$ cat src/rtl/vid_pkg.sv
// Shared video/BRAM definitions for the frame BRAM scheduler.
// Holds the display geometry, the BRAM geometry, the port slot-state enum,
// the pixel-word field offsets and the pixel-doubled read-address helper.
package vid_pkg;

  localparam int unsigned H_ACTIVE    = 800;
  localparam int unsigned V_ACTIVE    = 600;
  localparam int unsigned LINE_WORDS  = 400;
  localparam int unsigned FRAME_WORDS = 120000;
  localparam int unsigned ADDR_W      = 18;
  localparam int unsigned DATA_W      = 6;

  // Pixel word layout {R[1:0],G[1:0],B[1:0]}
  localparam int unsigned R_LSB = 4;
  localparam int unsigned G_LSB = 2;
  localparam int unsigned B_LSB = 0;

  typedef enum logic [1:0] {
    SLOT_IDLE,
    SLOT_READ,
    SLOT_WRITE
  } slot_t;

  // Each stored word covers a 2x2 block of display pixels.
  function automatic logic [ADDR_W-1:0] pixel_addr(input logic        sel,
                                                   input logic [10:0] x,
                                                   input logic [9:0]  y);
    logic [ADDR_W-1:0] base;
    base = sel ? ADDR_W'(FRAME_WORDS) : '0;
    return base + ADDR_W'(x >> 1) + ADDR_W'(y >> 1) * ADDR_W'(LINE_WORDS);
  endfunction

endpackage

$ cat src/rtl/frame_sequencer.sv
// Frame sequencer: detects the start of vertical blank, counts displayed
// frames and toggles the displayed frame either automatically every
// FRAME_HOLD boundaries or on a pending manual request.
// Ports:
//   clk, rst          - pixel clock, async active-high reset
//   count_rgb         - horizontal counter
//   reset_count_rgb   - vertical counter
//   frame_force       - pulse: toggle at the next boundary
//   frame_sel         - frame currently displayed
module frame_sequencer
  import vid_pkg::*;
#(
  parameter int unsigned FRAME_HOLD = 60
) (
  input  logic        clk,
  input  logic        rst,
  input  logic [10:0] count_rgb,
  input  logic [9:0]  reset_count_rgb,
  input  logic        frame_force,
  output logic        frame_sel
);

  localparam int unsigned CNT_W = (FRAME_HOLD > 1) ? $clog2(FRAME_HOLD) : 1;
  localparam logic [CNT_W-1:0] LAST = CNT_W'((FRAME_HOLD == 0) ? 0 : FRAME_HOLD - 1);

  logic [CNT_W-1:0] frame_cnt;
  logic             pending;
  logic             boundary;

  assign boundary = (count_rgb == 11'd0) && (reset_count_rgb == 10'(V_ACTIVE));

  always_ff @(posedge clk or posedge rst) begin
    if (rst) begin
      frame_sel <= 1'b0;
      frame_cnt <= '0;
      pending   <= 1'b0;
    end else if (boundary) begin
      // A force arriving in the boundary cycle itself waits for the next one.
      pending <= frame_force;
      if (pending) begin
        // Force overrides the auto toggle so both together flip only once.
        frame_sel <= ~frame_sel;
        frame_cnt <= '0;
      end else if (FRAME_HOLD != 0) begin
        if (frame_cnt == LAST) begin
          frame_sel <= ~frame_sel;
          frame_cnt <= '0;
        end else begin
          frame_cnt <= frame_cnt + 1'b1;
        end
      end
    end else if (frame_force) begin
      pending <= 1'b1;
    end
  end

endmodule

$ cat src/rtl/frame_bram_scheduler.sv
// Frame BRAM scheduler: owns the single port of the shared pixel BRAM.
// Display reads (pixel-doubled address, frame base from frame_sel) take
// strict priority; host writes are served in blanking cycles only.
// Ports:
//   clk, rst                  - pixel clock, async active-high reset
//   count_rgb/reset_count_rgb - sync counters (x / y)
//   frame_force               - request a frame toggle at next boundary
//   wr_req/wr_addr/wr_data    - host write request, held until wr_ack
//   wr_ack/wr_err             - write done / rejected (address out of range)
//   bram_en/we/addr/wdata     - BRAM port, registered one cycle after counters
//   frame_sel                 - frame being displayed
//   pix_valid                 - BRAM read data holds an active pixel
module frame_bram_scheduler
  import vid_pkg::*;
#(
  parameter int unsigned FRAME_HOLD = 60
) (
  input  logic              clk,
  input  logic              rst,
  input  logic [10:0]       count_rgb,
  input  logic [9:0]        reset_count_rgb,
  input  logic              frame_force,
  input  logic              wr_req,
  input  logic [ADDR_W-1:0] wr_addr,
  input  logic [DATA_W-1:0] wr_data,
  output logic              wr_ack,
  output logic              wr_err,
  output logic              bram_en,
  output logic              bram_we,
  output logic [ADDR_W-1:0] bram_addr,
  output logic [DATA_W-1:0] bram_wdata,
  output logic              frame_sel,
  output logic              pix_valid
);

  slot_t             slot, slot_next;
  logic [ADDR_W-1:0] addr_q, addr_next;
  logic [DATA_W-1:0] wdata_q, wdata_next;
  logic              oor_q, oor_next;
  logic              active;
  logic              wr_oor;
  logic              wr_ack_prev;

  frame_sequencer #(
    .FRAME_HOLD(FRAME_HOLD)
  ) u_seq (
    .clk             (clk),
    .rst             (rst),
    .count_rgb       (count_rgb),
    .reset_count_rgb (reset_count_rgb),
    .frame_force     (frame_force),
    .frame_sel       (frame_sel)
  );

  // State register (slot plus the port data captured with it)
  always_ff @(posedge clk or posedge rst) begin
    if (rst) begin
      slot      <= SLOT_IDLE;
      addr_q    <= '0;
      wdata_q   <= '0;
      oor_q     <= 1'b0;
      pix_valid <= 1'b0;
    end else begin
      slot      <= slot_next;
      addr_q    <= addr_next;
      wdata_q   <= wdata_next;
      oor_q     <= oor_next;
      pix_valid <= (slot == SLOT_READ);
    end
  end

  // Next-slot decision
  always_comb begin
    active      = (count_rgb < 11'(H_ACTIVE)) && (reset_count_rgb < 10'(V_ACTIVE));
    wr_oor      = (wr_addr >= ADDR_W'(2 * FRAME_WORDS));
    // The ack is visible during the cycle this decision is made, so the
    // still-asserted request of an acked word is not served twice.
    wr_ack_prev = (slot == SLOT_WRITE);
    slot_next   = SLOT_IDLE;
    addr_next   = addr_q;
    wdata_next  = wdata_q;
    oor_next    = 1'b0;
    if (active) begin
      slot_next = SLOT_READ;
      addr_next = pixel_addr(frame_sel, count_rgb, reset_count_rgb);
    end else if (wr_req && !wr_ack_prev) begin
      slot_next = SLOT_WRITE;
      oor_next  = wr_oor;
      if (!wr_oor) begin
        addr_next  = wr_addr;
        wdata_next = wr_data;
      end
    end
  end

  // Port outputs
  always_comb begin
    bram_en    = (slot == SLOT_READ) || ((slot == SLOT_WRITE) && !oor_q);
    bram_we    = (slot == SLOT_WRITE) && !oor_q;
    wr_ack     = (slot == SLOT_WRITE);
    wr_err     = (slot == SLOT_WRITE) && oor_q;
    bram_addr  = addr_q;
    bram_wdata = wdata_q;
  end

endmodule

$ cat config.mk
export PLATFORM = sky130hd
export DESIGN_NAME = frame_bram_scheduler
export DESIGN_NICKNAME = d
export VERILOG_FILES = /design/src/rtl/vid_pkg.sv /design/src/rtl/frame_sequencer.sv /design/src/rtl/frame_bram_scheduler.sv
export SDC_FILE = /design/constraint.sdc
export NUM_CORES = 1
export LEC_CHECK = 0
export CORE_MARGIN = 2
export CORE_UTILIZATION = 55
export CTS_BUF_LIST = sky130_fd_sc_hd__clkbuf_8
export CTS_CLUSTER_DIAMETER = 40
export DETAILED_ROUTE_END_ITERATION = 10
export GPL_TIMING_DRIVEN = 0
export PLACE_DENSITY = 0.95
export SLEW_MARGIN = 20
export SYNTH_ARGS = -nofsm -noshare
export SYNTH_HDL_FRONTEND = slang
export SYNTH_SLANG_ARGS = --single-unit
$ cat constraint.sdc
create_clock -name clk -period 4.4 [get_ports clk]
set_input_delay 0.88 -clock clk [delete_from_list [all_inputs] [get_ports clk]]
set_output_delay 0.88 -clock clk [all_outputs]
set_load 0.05 [all_outputs]
==> impl_summary.log <==
[metrics] number of optimization iterations in the first detailed-route pass: 6
[metrics] maximum level of the CTS H-tree: 2
[metrics] critical-path cell list: buf_2 > ha_1 > inv_2 > ha_4 > fa_1 > ha_4 > nor2b_2 > o21ai_2 > buf_4 > nand2_1 > nor2_1 > nor2_1 > ha_1 > ha_4 > a21oi_2 > a21oi_2 > a21boi_1 > a221o_1 > xnor2_1 > a21oi_1
[metrics] Critical Path Sink Type: flop
[metrics] vias: about 3100
[metrics] final setup skew: 4.23 ps
[metrics] areal power density over the cells: approximately 500 mW/mm2
[metrics] share of layout cells above drive strength 1: 0.183
[metrics] post-DP HPWL: roughly 6.5 mm
[metrics] Total Routing Usage GR: 0.289
[metrics] # hold bufs at CTS: 0
[metrics] count of antenna-violating nets left after detailed routing: 0
[metrics] unrepaired setup endpoints after global routing: yes
[metrics] vias in the first global route: about 3000
[metrics] CP delay by family, top: adder cells
[metrics] number of vias per cell after detailed routing: 6.31
[metrics] most used cells in the layout excluding fill and tap cells: sky130_fd_sc_hd__clkdlybuf4s50_1 (70), sky130_fd_sc_hd__ha_1 (40), sky130_fd_sc_hd__dfrtp_1 (36)
[metrics] critical path arrival: between 4000 and 5000 ps
[metrics] clock-pin slew of the registers on the worst-case setup and hold paths: around 70 ps
[metrics] final layout net count: around 530
[metrics] slowest library cell on the worst path: sky130_fd_sc_hd__fa_1
[metrics] Layout fillers: a little under 300
[metrics] antenna diode instance count: 0
[metrics] number of antenna violations at the first check in global routing: 0
[metrics] cell with the most instances on the worst path: sky130_fd_sc_hd__ha_4
[metrics] area of the die: 0.00640 mm2
[metrics] post-layout utilization of the core: 0.798
[metrics] clock tree sinks: 36
[metrics] horizontal die dimension: roughly 80 um
[metrics] number of buffers inserted during clock tree synthesis: 5
[metrics] final WL: around 9.6 mm
[metrics] initial cell density of the core: 0.573
[metrics] buffers from clock root to sink, at most: 2
[metrics] maximum vdd drop: ~0.34 mV
[metrics] power consumption: 0.00220 W
[metrics] Sw Ratio: 0.461
[metrics] async set-reset flop share out of synthesis: 1.00
[metrics] Required @ worst endpoint: 4620 ps
[metrics] count of flip-flops with a built-in enable after synthesis: 0
[metrics] # setup viols final: 0
[metrics] Synth Instances: around 330
[metrics] final clock period utilization by the worst path: 0.987
[metrics] Relative slew margins: 0.504
[metrics] worst slew pin tran: ~740 ps
[metrics] share of total power in sequential cells: 0.204
[metrics] sequential fraction of the synthesis area: 0.284
[metrics] weighted congestion at the end of routability-driven global placement: 0.844
[metrics] Syn-to-layout area delta: 39.1%
[metrics] net count of the mapped netlist: 440
[metrics] clock tree from TritonCTS: built
[metrics] total I/O pin count: 79
[metrics] Setup WS post-layout: about 58 ps
[metrics] gr ovfl total: 0
[metrics] number of I/O port buffers: 78
[metrics] cell area after synthesis: between 0.003 and 0.004 mm2
[metrics] worst hold stages: 1
[metrics] Achievable Freq: 230 MHz
[metrics] Post-Synthesis Mean Instance Area: 9.69 um2
[metrics] most frequent standard cell in the layout excluding fill and tap cells: sky130_fd_sc_hd__clkdlybuf4s50_1
[metrics] worst hold path type: flop to flop
[metrics] proportion of power drawn by combinational gates: 0.678
[metrics] share of total power in the clock network: 0.118
[metrics] number of library cell types mapped by synthesis: 50
[metrics] CP peak stage delay: roughly 520 ps
[metrics] Internal: between 0.001 and 0.0015 W
[metrics] Main synth FF type: sky130_fd_sc_hd__dfrtp_1
[metrics] first-pass GRT wire length: ~14 mm
[metrics] post-route DRC violation count: 0
[metrics] number of DRC markers in iteration 0: 263
[metrics] startpoint types: input pin
[metrics] final hold vios: 0
[metrics] Die Y: about 80 um
[metrics] result of the run: finished clean
[metrics] Crit Path Max Fanout: 5
[metrics] standard-cell rows: 27
[metrics] Root Buffer Master: sky130_fd_sc_hd__clkbuf_8
[metrics] minimum setup slack after placement: -978 ps
[metrics] pin count of the biggest net entering global routing: 37
[metrics] Worst Path Class, Setup: input pin to flop
[metrics] time the final worst path needs with I/O delays and setup: approximately 4300 ps
[metrics] max cap viols: 0
[metrics] Switch Pwr: 0.00101 W
[metrics] static leakage power: slightly below 2 nW
[metrics] cells on worst reg2reg path: 10
[metrics] later-pin clock latency in the skew report: between 200 and 300 ps
[metrics] mean routed wirelength per cell: approximately 20 um
[metrics] number of synthesized register bits: 36
[metrics] critical path depth in cells: 20
[metrics] crit path buf inv count: 3
[metrics] area inside the core boundary: about 0.0055 mm2
[metrics] count of yosys warnings during synthesis: 0
[metrics] Final Max Slew Viols: 0
synth_stat cells, types with 7 or more instances:
cell type                 instances  area share
sky130_fd_sc_hd__xnor2_1          8       0.022
sky130_fd_sc_hd__inv_1           35       0.041
sky130_fd_sc_hd__ha_1            56        0.22
sky130_fd_sc_hd__xor2_1           9       0.025
sky130_fd_sc_hd__a21oi_1         18       0.028
sky130_fd_sc_hd__nor2b_1          8       0.016
sky130_fd_sc_hd__o21ai_0         21       0.033
sky130_fd_sc_hd__fa_1             7       0.044
sky130_fd_sc_hd__nor2_1           8      0.0095
sky130_fd_sc_hd__nand2_1         20       0.024
sky130_fd_sc_hd__dfrtp_1         36        0.28
metrics by stage:
step / area, um2 / hold WS [ps] / cells / TNS (ps)
4_1_cts: 4290 / 471 / 486 / 0
3_3_place_gp: 4050 / 417 / 478 / -2330
6_report: 4420 / 470 / 488 / 0
3_5_place_dp: 4050 / 472 / 478 / -3530
2_1_floorplan: 3180 / 411 / 328 / 0
5_1_grt: 4420 / 493 / 488 / -166
worst reg2reg max path: cells and delay by family (launching register included):
family	cells	cell delay [ps]
DFF	1	560
xor gates and xnor gates	1	180
AOI/OAI and AO/OA	4	840
adders and majority gates	2	880
buffers and inverters	2	220
and+or+nand+nor	1	130
repair_timing:
item / in CTS / in global routing
buffers inserted: 3 / 2
resized for setup: 41 / 34
setup endpoints to repair: 5 / 3
pin swaps: 11 / 20
kinds of logic (layout without fill, tap and decap cells):
family / after synthesis / after routing / share of synthesized area
AO/OA/AOI/OAI: 83 / 83 / 0.182
AND/OR/NAND/NOR: 74 / 74 / 0.123
adder cells (fa/ha/maj): 63 / 63 / 0.265
buffers and inverters: 43 / 131 / 0.0555
flip-flops: 36 / 36 / 0.284
XOR/XNOR: 18 / 18 / 0.0540
multiplexers: 11 / 11 / 0.0370
state kept, by name (all words and copies together), names as in the netlist:
signal and flops:
bram_addr 18, bram_wdata 6, oor_q 1, pix_valid 1, slot 2, u_seq.frame_cnt 6, u_seq.frame_sel 1, u_seq.pending 1
power groups by stage:
stage	clock (W)	sequential (W)	combinational [W]
6_report	0.000259	0.000448	0.00149
5_1_grt	0.000279	0.000452	0.00159
3_5_place_dp	0	0.000451	0.00122
3_3_place_gp	0	0.000443	0.00116
4_1_cts	0.000259	0.000446	0.00134
2_1_floorplan	0	0.000692	0.000619
area by class of cell:
class	count	area (um2)	area share
well taps	72	90.1	0.0204
repair buffers	83	801	0.181
flip-flops and latches	36	901	0.204
inverters	35	131	0.0297
multi-input cells	249	2360	0.535
plain buffers	6	37.5	0.00849
clock buffers	7	96.3	0.0218
per-layer routing:
layer  global-route usage  wire, um  vias to the layer above
li1                     -         -                     1354
met1                0.321      3480                     1463
met2                0.533      4870                      208
met3               0.0532       745                       52
met4                0.125       474                        0
met5                    0         0                        -
final timing paths:
| path | slack, ps | endpoint | start |
|---|---|---|---|
| min in group asynchronous | 1040 | u_seq.frame_cnt[2] | rst |
| max in group asynchronous | 2890 | bram_wdata[0] | rst |
| max | 60 | bram_addr[17] | reset_count_rgb[3] |
| min | 470 | pix_valid | slot[1] |
| max reg2reg | 1460 | bram_addr[13] | u_seq.frame_sel |
| min reg2reg | 470 | pix_valid | slot[1] |
(Power assumes the default switching activity.)
